[src/rtl/spi_ram_burst.sv]
// SPI-slave-to-RAM bridge: command-framed serial access to an on-chip single-port RAM,
// with optional auto-increment bursts, address wrap, range checking and abort detection.
module spi_ram_burst #(
  parameter int DATA_WIDTH = 8,
  parameter int ADDR_WIDTH = 8,
  parameter int MEM_DEPTH  = 256,
  parameter bit BURST_EN   = 1'b1
) (
  input  logic clk,
  input  logic rst_n,
  input  logic SS_n,
  input  logic MOSI,
  output logic MISO,
  output logic busy,
  output logic err
);

  localparam int SW_RAW = (DATA_WIDTH > ADDR_WIDTH) ? DATA_WIDTH : ADDR_WIDTH;
  localparam int SW     = (SW_RAW > 2) ? SW_RAW : 2;
  localparam int CW     = $clog2(SW + 1);
  localparam int AW1    = ADDR_WIDTH + 1;

  localparam logic [CW-1:0]         CNT_ZERO      = CW'(0);
  localparam logic [CW-1:0]         CNT_ONE       = CW'(1);
  localparam logic [CW-1:0]         ADDR_LAST_CNT = CW'(ADDR_WIDTH - 1);
  localparam logic [CW-1:0]         DATA_LAST_CNT = CW'(DATA_WIDTH - 1);
  localparam logic [ADDR_WIDTH-1:0] ADDR_ZERO     = ADDR_WIDTH'(0);
  localparam logic [ADDR_WIDTH-1:0] ADDR_ONE      = ADDR_WIDTH'(1);
  localparam logic [ADDR_WIDTH-1:0] LAST_ADDR     = ADDR_WIDTH'(MEM_DEPTH - 1);
  localparam logic [AW1-1:0]        DEPTH_L       = AW1'(MEM_DEPTH);

  typedef enum logic [2:0] {
    IDLE  = 3'd0,
    CMD   = 3'd1,
    ADDR  = 3'd2,
    WDATA = 3'd3,
    RDATA = 3'd4
  } state_t;

  state_t                  state_r;
  state_t                  state_next_s;
  logic [CW-1:0]           cnt_r;
  logic [SW-1:0]           shift_r;
  logic [SW-1:0]           shift_in_s;
  logic                    done_r;
  logic                    is_rd_r;
  logic [ADDR_WIDTH-1:0]   wr_addr_r;
  logic [ADDR_WIDTH-1:0]   rd_addr_r;
  logic [ADDR_WIDTH-1:0]   addr_in_s;
  logic [DATA_WIDTH-1:0]   mem_r [MEM_DEPTH];
  logic [DATA_WIDTH-1:0]   rd_word_s;
  logic [DATA_WIDTH-1:0]   wdata_s;
  logic                    miso_r;
  logic                    err_r;
  logic                    miso_next_s;
  logic                    err_next_s;
  logic                    active_s;
  logic                    abort_s;
  logic                    addr_last_s;
  logic                    addr_ok_s;
  logic                    wr_last_s;
  logic                    rd_active_s;
  logic                    rd_last_s;

  // Wrap at the real memory depth, which need not be a power of two.
  function automatic logic [ADDR_WIDTH-1:0] next_addr(input logic [ADDR_WIDTH-1:0] a);
    if (a == LAST_ADDR) begin
      return ADDR_ZERO;
    end else begin
      return a + ADDR_ONE;
    end
  endfunction

  // State register
  always_ff @(posedge clk or negedge rst_n) begin
    if (!rst_n) begin
      state_r <= IDLE;
    end else begin
      state_r <= state_next_s;
    end
  end

  // Next-state logic
  always_comb begin
    state_next_s = state_r;
    case (state_r)
      IDLE: begin
        if (!SS_n) begin
          state_next_s = CMD;
        end else begin
          state_next_s = IDLE;
        end
      end
      CMD: begin
        if (SS_n) begin
          state_next_s = IDLE;
        end else if (cnt_r == CNT_ONE) begin
          case ({shift_r[0], MOSI})
            2'b01:   state_next_s = WDATA;
            2'b11:   state_next_s = RDATA;
            default: state_next_s = ADDR;
          endcase
        end else begin
          state_next_s = CMD;
        end
      end
      ADDR, WDATA, RDATA: begin
        if (SS_n) begin
          state_next_s = IDLE;
        end else begin
          state_next_s = state_r;
        end
      end
      default: state_next_s = IDLE;
    endcase
  end

  // Output and datapath control decode
  always_comb begin
    shift_in_s  = {shift_r[SW-2:0], MOSI};
    addr_in_s   = shift_in_s[ADDR_WIDTH-1:0];
    wdata_s     = shift_in_s[DATA_WIDTH-1:0];
    rd_word_s   = mem_r[rd_addr_r];
    active_s    = !SS_n && !done_r;
    // A partially received read word is not an error, hence RDATA is excluded.
    abort_s     = SS_n && (state_r inside {CMD, ADDR, WDATA}) && (cnt_r != CNT_ZERO);
    addr_last_s = active_s && (state_r == ADDR) && (cnt_r == ADDR_LAST_CNT);
    addr_ok_s   = ({1'b0, addr_in_s} < DEPTH_L);
    wr_last_s   = active_s && (state_r == WDATA) && (cnt_r == DATA_LAST_CNT);
    rd_active_s = active_s && (state_r == RDATA);
    rd_last_s   = rd_active_s && (cnt_r == DATA_LAST_CNT);
    err_next_s  = abort_s || (addr_last_s && !addr_ok_s);
    if (rd_active_s) begin
      if (cnt_r == CNT_ZERO) begin
        miso_next_s = rd_word_s[DATA_WIDTH-1];
      end else begin
        miso_next_s = shift_r[DATA_WIDTH-1];
      end
    end else begin
      miso_next_s = 1'b0;
    end
  end

  // Counters, shift register, address latches and registered outputs
  always_ff @(posedge clk or negedge rst_n) begin
    if (!rst_n) begin
      cnt_r     <= CNT_ZERO;
      shift_r   <= '0;
      done_r    <= 1'b0;
      is_rd_r   <= 1'b0;
      wr_addr_r <= ADDR_ZERO;
      rd_addr_r <= ADDR_ZERO;
      miso_r    <= 1'b0;
      err_r     <= 1'b0;
    end else begin
      miso_r <= miso_next_s;
      err_r  <= err_next_s;
      if (SS_n || (state_r == IDLE)) begin
        cnt_r   <= CNT_ZERO;
        shift_r <= '0;
        done_r  <= 1'b0;
      end else begin
        case (state_r)
          CMD: begin
            if (cnt_r == CNT_ONE) begin
              cnt_r   <= CNT_ZERO;
              shift_r <= '0;
              is_rd_r <= shift_r[0];
            end else begin
              cnt_r   <= cnt_r + CNT_ONE;
              shift_r <= shift_in_s;
            end
          end
          ADDR: begin
            if (!done_r) begin
              shift_r <= shift_in_s;
              if (addr_last_s) begin
                cnt_r  <= CNT_ZERO;
                done_r <= 1'b1;
                if (addr_ok_s) begin
                  if (is_rd_r) begin
                    rd_addr_r <= addr_in_s;
                  end else begin
                    wr_addr_r <= addr_in_s;
                  end
                end
              end else begin
                cnt_r <= cnt_r + CNT_ONE;
              end
            end
          end
          WDATA: begin
            if (!done_r) begin
              shift_r <= shift_in_s;
              if (wr_last_s) begin
                cnt_r <= CNT_ZERO;
                if (BURST_EN) begin
                  wr_addr_r <= next_addr(wr_addr_r);
                end else begin
                  done_r <= 1'b1;
                end
              end else begin
                cnt_r <= cnt_r + CNT_ONE;
              end
            end
          end
          RDATA: begin
            if (!done_r) begin
              // The first bit goes out straight from RAM; the rest from the shifter.
              if (cnt_r == CNT_ZERO) begin
                shift_r <= SW'(rd_word_s) << 1;
              end else begin
                shift_r <= shift_r << 1;
              end
              if (rd_last_s) begin
                cnt_r <= CNT_ZERO;
                if (BURST_EN) begin
                  rd_addr_r <= next_addr(rd_addr_r);
                end else begin
                  done_r <= 1'b1;
                end
              end else begin
                cnt_r <= cnt_r + CNT_ONE;
              end
            end
          end
          default: begin
            cnt_r <= CNT_ZERO;
          end
        endcase
      end
    end
  end

  // RAM write port; contents survive reset
  always_ff @(posedge clk) begin
    if (wr_last_s) begin
      mem_r[wr_addr_r] <= wdata_s;
    end
  end

  assign MISO = miso_r;
  assign err  = err_r;
  assign busy = (state_r != IDLE);

endmodule
[config.mk]
export PLATFORM = sky130hd
export DESIGN_NAME = spi_ram_burst
export DESIGN_NICKNAME = d
export VERILOG_FILES = /design/src/rtl/spi_ram_burst.sv
export SDC_FILE = /design/constraint.sdc
export NUM_CORES = 2
export LEC_CHECK = 0
export BUFFER_PORTS_ARGS = -buffer_cell sky130_fd_sc_hd__buf_2
export CAP_MARGIN = 10
export CORE_ASPECT_RATIO = 2
export CORE_MARGIN = 2
export CORE_UTILIZATION = 55
export DETAILED_ROUTE_END_ITERATION = 12
export PLACE_DENSITY = 0.83
export SETUP_SLACK_MARGIN = 0.2
export SLEW_MARGIN = 20
export SYNTH_ARGS = -nofsm -noshare
export SYNTH_HDL_FRONTEND = slang
export SYNTH_SLANG_ARGS = --single-unit
[constraint.sdc]
create_clock -name clk -period 4.6 [get_ports clk]
set_clock_uncertainty 0.2 [all_clocks]
set_input_delay 0.92 -clock clk [delete_from_list [all_inputs] [get_ports clk]]
set_output_delay 0.92 -clock clk [all_outputs]
set_load 0.01 [all_outputs]
[Word level (Yosys, flattened, before mapping)]
Memory sizes are Yosys's and may differ from the RTL's.
Cells that the tools add are included.
Storage, ports and cells
  RAM bits: 2048
  logic and storage cells: 110
  input port bits: 4
  memories: 1
  bits in registers: 35
Cells by class
  equality and inequality tests: 23
  multiplexer cells: 44
  $add $sub $neg: 3
  bitwise gates (word level): 1
  reductions and logical operators: 29
Memory list
  mem_r: depth 256, width 8, read ports 1, clocked after memory_dff 0, wr ports 1, RTL line 50  | logic [DATA_WIDTH-1:0] mem_r [MEM_DEPTH];
Operators with widths (number)
  $mux W8: 17
  $mux W4: 8
  $pmux W8 S2: 2
  $pmux W8 S3: 1
  $ne A2 B2 Y1 const B: 9
  $add A8 B1 Y8 const B: 2
  $eq A8 B8 Y1 const B: 2
  $pmux W4 S4: 1
  $reduce_and A7 Y1: 2
  $ne A3 B2 Y1 const B: 4
  $logic_and A1 B1 Y1: 9
  $mux W1: 9
  $mux W3: 3
  $pmux W3 S3: 1
  $reduce_and A3 Y1: 3
  $reduce_bool A3 Y1: 3
  $reduce_bool A4 Y1: 2
  $eq A3 B2 Y1 const B: 2
  $pmux W3 S2: 1
  $add A4 B1 Y4 const B: 1
  $eq A4 B1 Y1 const B: 1
  $eq A4 B3 Y1 const B: 1
  $logic_not A4 Y1: 1
  $reduce_bool A2 Y1: 2
  other kinds (11): 13

[Logic depth before layout (Yosys ltp)]
  depth after elaboration: 8
  mapped depth: 13
  mapped depth without buffers: 9

[Worst setup path before layout]
No wires, ideal clock.
  kind: register to register
  start: register shift_r[0]
  end: memory mem_r[0][1] (data pin)
  path slack: 303 ps
  data required time: 3577 ps
  clock period less this slack: 4297 ps
  path buffers: 0
  stages on the path, launching flop included: 1
  arrival time: 3274 ps
  cells stage by stage: dfrtp_1
RTL lines
  start: declaration: RTL line 43  | logic [SW-1:0] shift_r;
  start signal: assignment: RTL line 171  | shift_r <= shift_in_s;
  start signal: assignment: RTL line 176  | shift_r <= shift_in_s;
  start signal: assignment: RTL line 194  | shift_r <= shift_in_s;
  end: declaration: RTL line 50
Straight into the memory's write port.

[Worst setup path after layout]
  start: register rd_addr_r[0]
  end: register shift_r[4]
Between the ends
  longest elaborated chain between the ends: 5
Ends and longest elaborated chain
  start: declaration: RTL line 48  | logic [ADDR_WIDTH-1:0] rd_addr_r;
  start signal: assignment: RTL line 182  | rd_addr_r <= addr_in_s;
  start signal: assignment: RTL line 218  | rd_addr_r <= next_addr(rd_addr_r);
  $mem_v2 Z256 W8
  $mux W8: RTL line 210  | if (cnt_r == CNT_ZERO) begin
  $mux W8: RTL line 208  | if (!done_r) begin
  $pmux W8 S3: RTL line 163  | case (state_r)
  $mux W8: RTL line 158  | if (SS_n || (state_r == IDLE)) begin
  end signal: assignment: RTL line 171
  end signal: assignment: RTL line 211  | shift_r <= SW'(rd_word_s) << 1;
  end signal: assignment: RTL line 213  | shift_r <= shift_r << 1;
No other way between the ends. The select of a mux whose other input is x is not followed.
A chain may end at the register's enable or synchronous reset.

==> results.md <==
- Status: finished, violations left
- Failing checks: setup timing
- First-pass GRT wire length: 332800 µm
- Starting Density: 0.5536
- #FFs+latches synth: between 2k and 2.5k
- Slack of the critical path: -0.008105 ns
- Power Density: 390.3 nW/µm²
- RSZ-0062 raised after global routing: no
- Clock sink count: between 2k and 2.5k
- Postcts setup bufs: 0
- Sum Neg Setup Slack: -0.008105 ns
- DRC: 0
- CP max FO: 29
- Largest net degree at the start of global routing: ~110
- HPWL Detailed: 141300 µm
- Detailed-route wire length per cell: approximately 38 µm
- Post-synth ARST share: 0.01680
- Req. time, crit path: between 5 and 6 ns
- Final WL: ~240000 µm
- Max_cap viols: 0
- Post-Layout Cell Count: a little over 6k
- Critical path startpoint: rd_addr_r[0]
- Post-synthesis cell area: 82140 µm²
- Worst min path class: in -> async
- Vias post-DR: 44.51k
- CP Launch Type: flip-flop
- Number of synthesized flops with an enable pin: 2048
- Cts repair resizes: 0
- CTS tree: yes
- Initial antenna violation count: 16
- Final Critical Period: approximately 4.6 ns
- R2r startpoint: rd_addr_r[0]
- CP dominant cell by count: buf_12
- Htree depth: 4
- R2R Setup Slk: -0.008 ns
- Yosys cell types: 83
- Share of cells above drive strength 1: 0.2271
- GRT Overall Usage: 0.3108
- Root Buffer: clkbuf_16
- Row count: 200
- Worst path max stage delay: between 0.9 and 1 ns
- Max-slew headroom: 0.1891
- Critical Path Slowest Stage Cell: dfrtp_4
- CTS buffer count: 164
- Final Util: 0.6095
- Largest area contributor in the netlist: edfxtp_1
- Period utilization: 1.002
- Vias per cell: a little over 7
- Final hold viol count: 0
- Final setup viols: 1
- Synthesis-to-finish area growth: 10.11%
- Syn Nets: 3993
- Crit. End Element: flip-flop
- Synth top area share: 0.7487
- Post-synthesis sequential area ratio: 0.7593
- Die area: between 150000 and 200000 µm²
- Worst EP arrival: between 5 and 6 ns
- Cells after Synth: about 4.0k
- I/O Pins: 7
- CTS Hold Buffers Added: 0
- Drt first pass iters: 8
- Critical-path cell list: buf_12 -> buf_12 -> buf_4 -> mux4_2 -> a22oi_1 -> a31oi_1 -> o22ai_1 -> o31ai_1
- Main synth FF type: edfxtp_1
- Antenna-violating nets left: 0
- Yosys warning count: 0
- Crit Path Category: reg -> reg
- Final hold slack: 0.009439 ns
- Maximum vdd drop: roughly 0.34 mV
- Reg clk slew, reported paths: 0.08 ns
- Vias in the first global route: approximately 45k
- Syn_area_per_cell: 20.63 µm²
- Slew @ Worst Pin: about 1.2 ns
- Die H: ~550 µm
- Grt total ovfl: 0
- F_max: 217.0 MHz
- Die Width: around 280 µm
- Placed Cells: a little under 6k
- Critical R2R Capture: shift_r[4]
- Area contributors post-synth: edfxtp_1, mux4_2, mux2i_1
- NumNets Final: ~4.2k
- Worst skew pair latency: roughly 0.83 ns
- DRT iter0 DRCs: 7571
- Leakage: 0.02828 µW
- PortBufs: 6
- FF-to-FF path depth: 8
- Core ar.: 148400 µm²
- Gp weighted congestion: 0.9650
- Clock Tree Buf Depth: 4
- Max-slew violations: 0
==> critical path: cells and delay by family, from the launching register on <==
kind,cells,cell delay (ns)
DFF,1,0.91
buffers and inverters,3,0.76
AOI/OAI and AO/OA,4,2.01
muxes,1,0.52
==> cells in the final DEF, fill, tap and decap left out, types with 19 or more instances in the layout <==
cell / n
bufinv_16: 20
o221ai_1: 27
a211oi_1: 22
nand3_1: 45
clkinv_1: 30
nor3_1: 30
o22ai_1: 29
mux2i_1: 154
o21ai_0: 56
buf_4: 192
a21oi_1: 62
nand4_1: 19
nor2_1: 310
mux4_2: 448
buf_12: 38
mux4_1: 23
clkbuf_1: 24
a22o_1: 21
nand2_1: 122
dfrtp_1: 22
clkbuf_16: 167
edfxtp_1: 2048
clkinv_2: 21
a22oi_1: 78
==> synthesized netlist by cell type, types with 33 or more instances <==
library cell / instances
buf_6: 33
o21ai_0: 57
nand2_1: 122
a21oi_1: 62
clkbuf_1: 70
edfxtp_1: 2048
dfrtp_1: 35
buf_4: 34
buf_2: 64
nand3_1: 50
mux4_2: 448
mux2i_1: 154
a22oi_1: 78
nor2_1: 313
==> per-stage QoR <==
| stage | cell area, µm² | setup WS, ns | power (µW) |
|---|---|---|---|
| final | 90450 | -0.008105 | 35300 |
| after global routing | 90420 | 0.2016 | 35840 |
| after CTS | 90290 | 0.4712 | 35250 |
| after detailed placement | 85030 | 0.5655 | 21290 |
| after global placement | 85030 | 0.5828 | 21280 |
| after floorplan | 82140 | 0.3032 | 21180 |
==> per-layer routing <==
layer	wire length (µm)	track usage
met1	65920	0.3304
met2	114400	0.5093
met3	29000	0.07974
met4	27920	0.2850
met5	113	0
==> cell families after synthesis <==
logic type | after synthesis | synth area share
DFF | 2083 | 0.7593
adders and majority gates | 8 | 0.001219
muxes | 631 | 0.1498
and+or+nand+nor | 603 | 0.03225
xor gates and xnor gates | 1 | 0.0001066
AOI/OAI and AO/OA | 400 | 0.03433
buffers and inverters | 255 | 0.02298
==> worst max path at each step <==
stage	end	slack, ns	cells past startpoint
6_report	shift_r[4]	-0.008	8
5_1_grt	shift_r[4]	0.20	8
4_1_cts	shift_r[1]	0.47	9
3_5_place_dp	shift_r[7]	0.57	8
3_3_place_gp	shift_r[7]	0.58	8
2_1_floorplan	mem_r[0][1]	0.30	0
==> flip-flops by register name, indices dropped and copies added (netlist names) <==
signal	count
shift_r	8
done_r	1
mem_r	2048
MISO	1
rd_addr_r	8
err	1
cnt_r	4
is_rd_r	1
wr_addr_r	8
state_r	3
==> power breakdown <==
part	total [µW]	switching (µW)	internal, µW
combinational	209	166	42.6
clock	14400	6620	7800
sequential	20700	36.3	20600
total	35300	6820	28500
==> layout make-up <==
cell class              instances  area [µm²]
flip-flops and latches       2083       62420
fillers                      9245       57950
multi-input cells            1643       17940
clock buffers                 191        4269
well taps                    1919        2401
repair buffers                240        2335
clock inverters                92       993.5
inverters                      14       57.56
diodes                         12       30.03
Note: power is estimated with default switching activity, not from simulation.
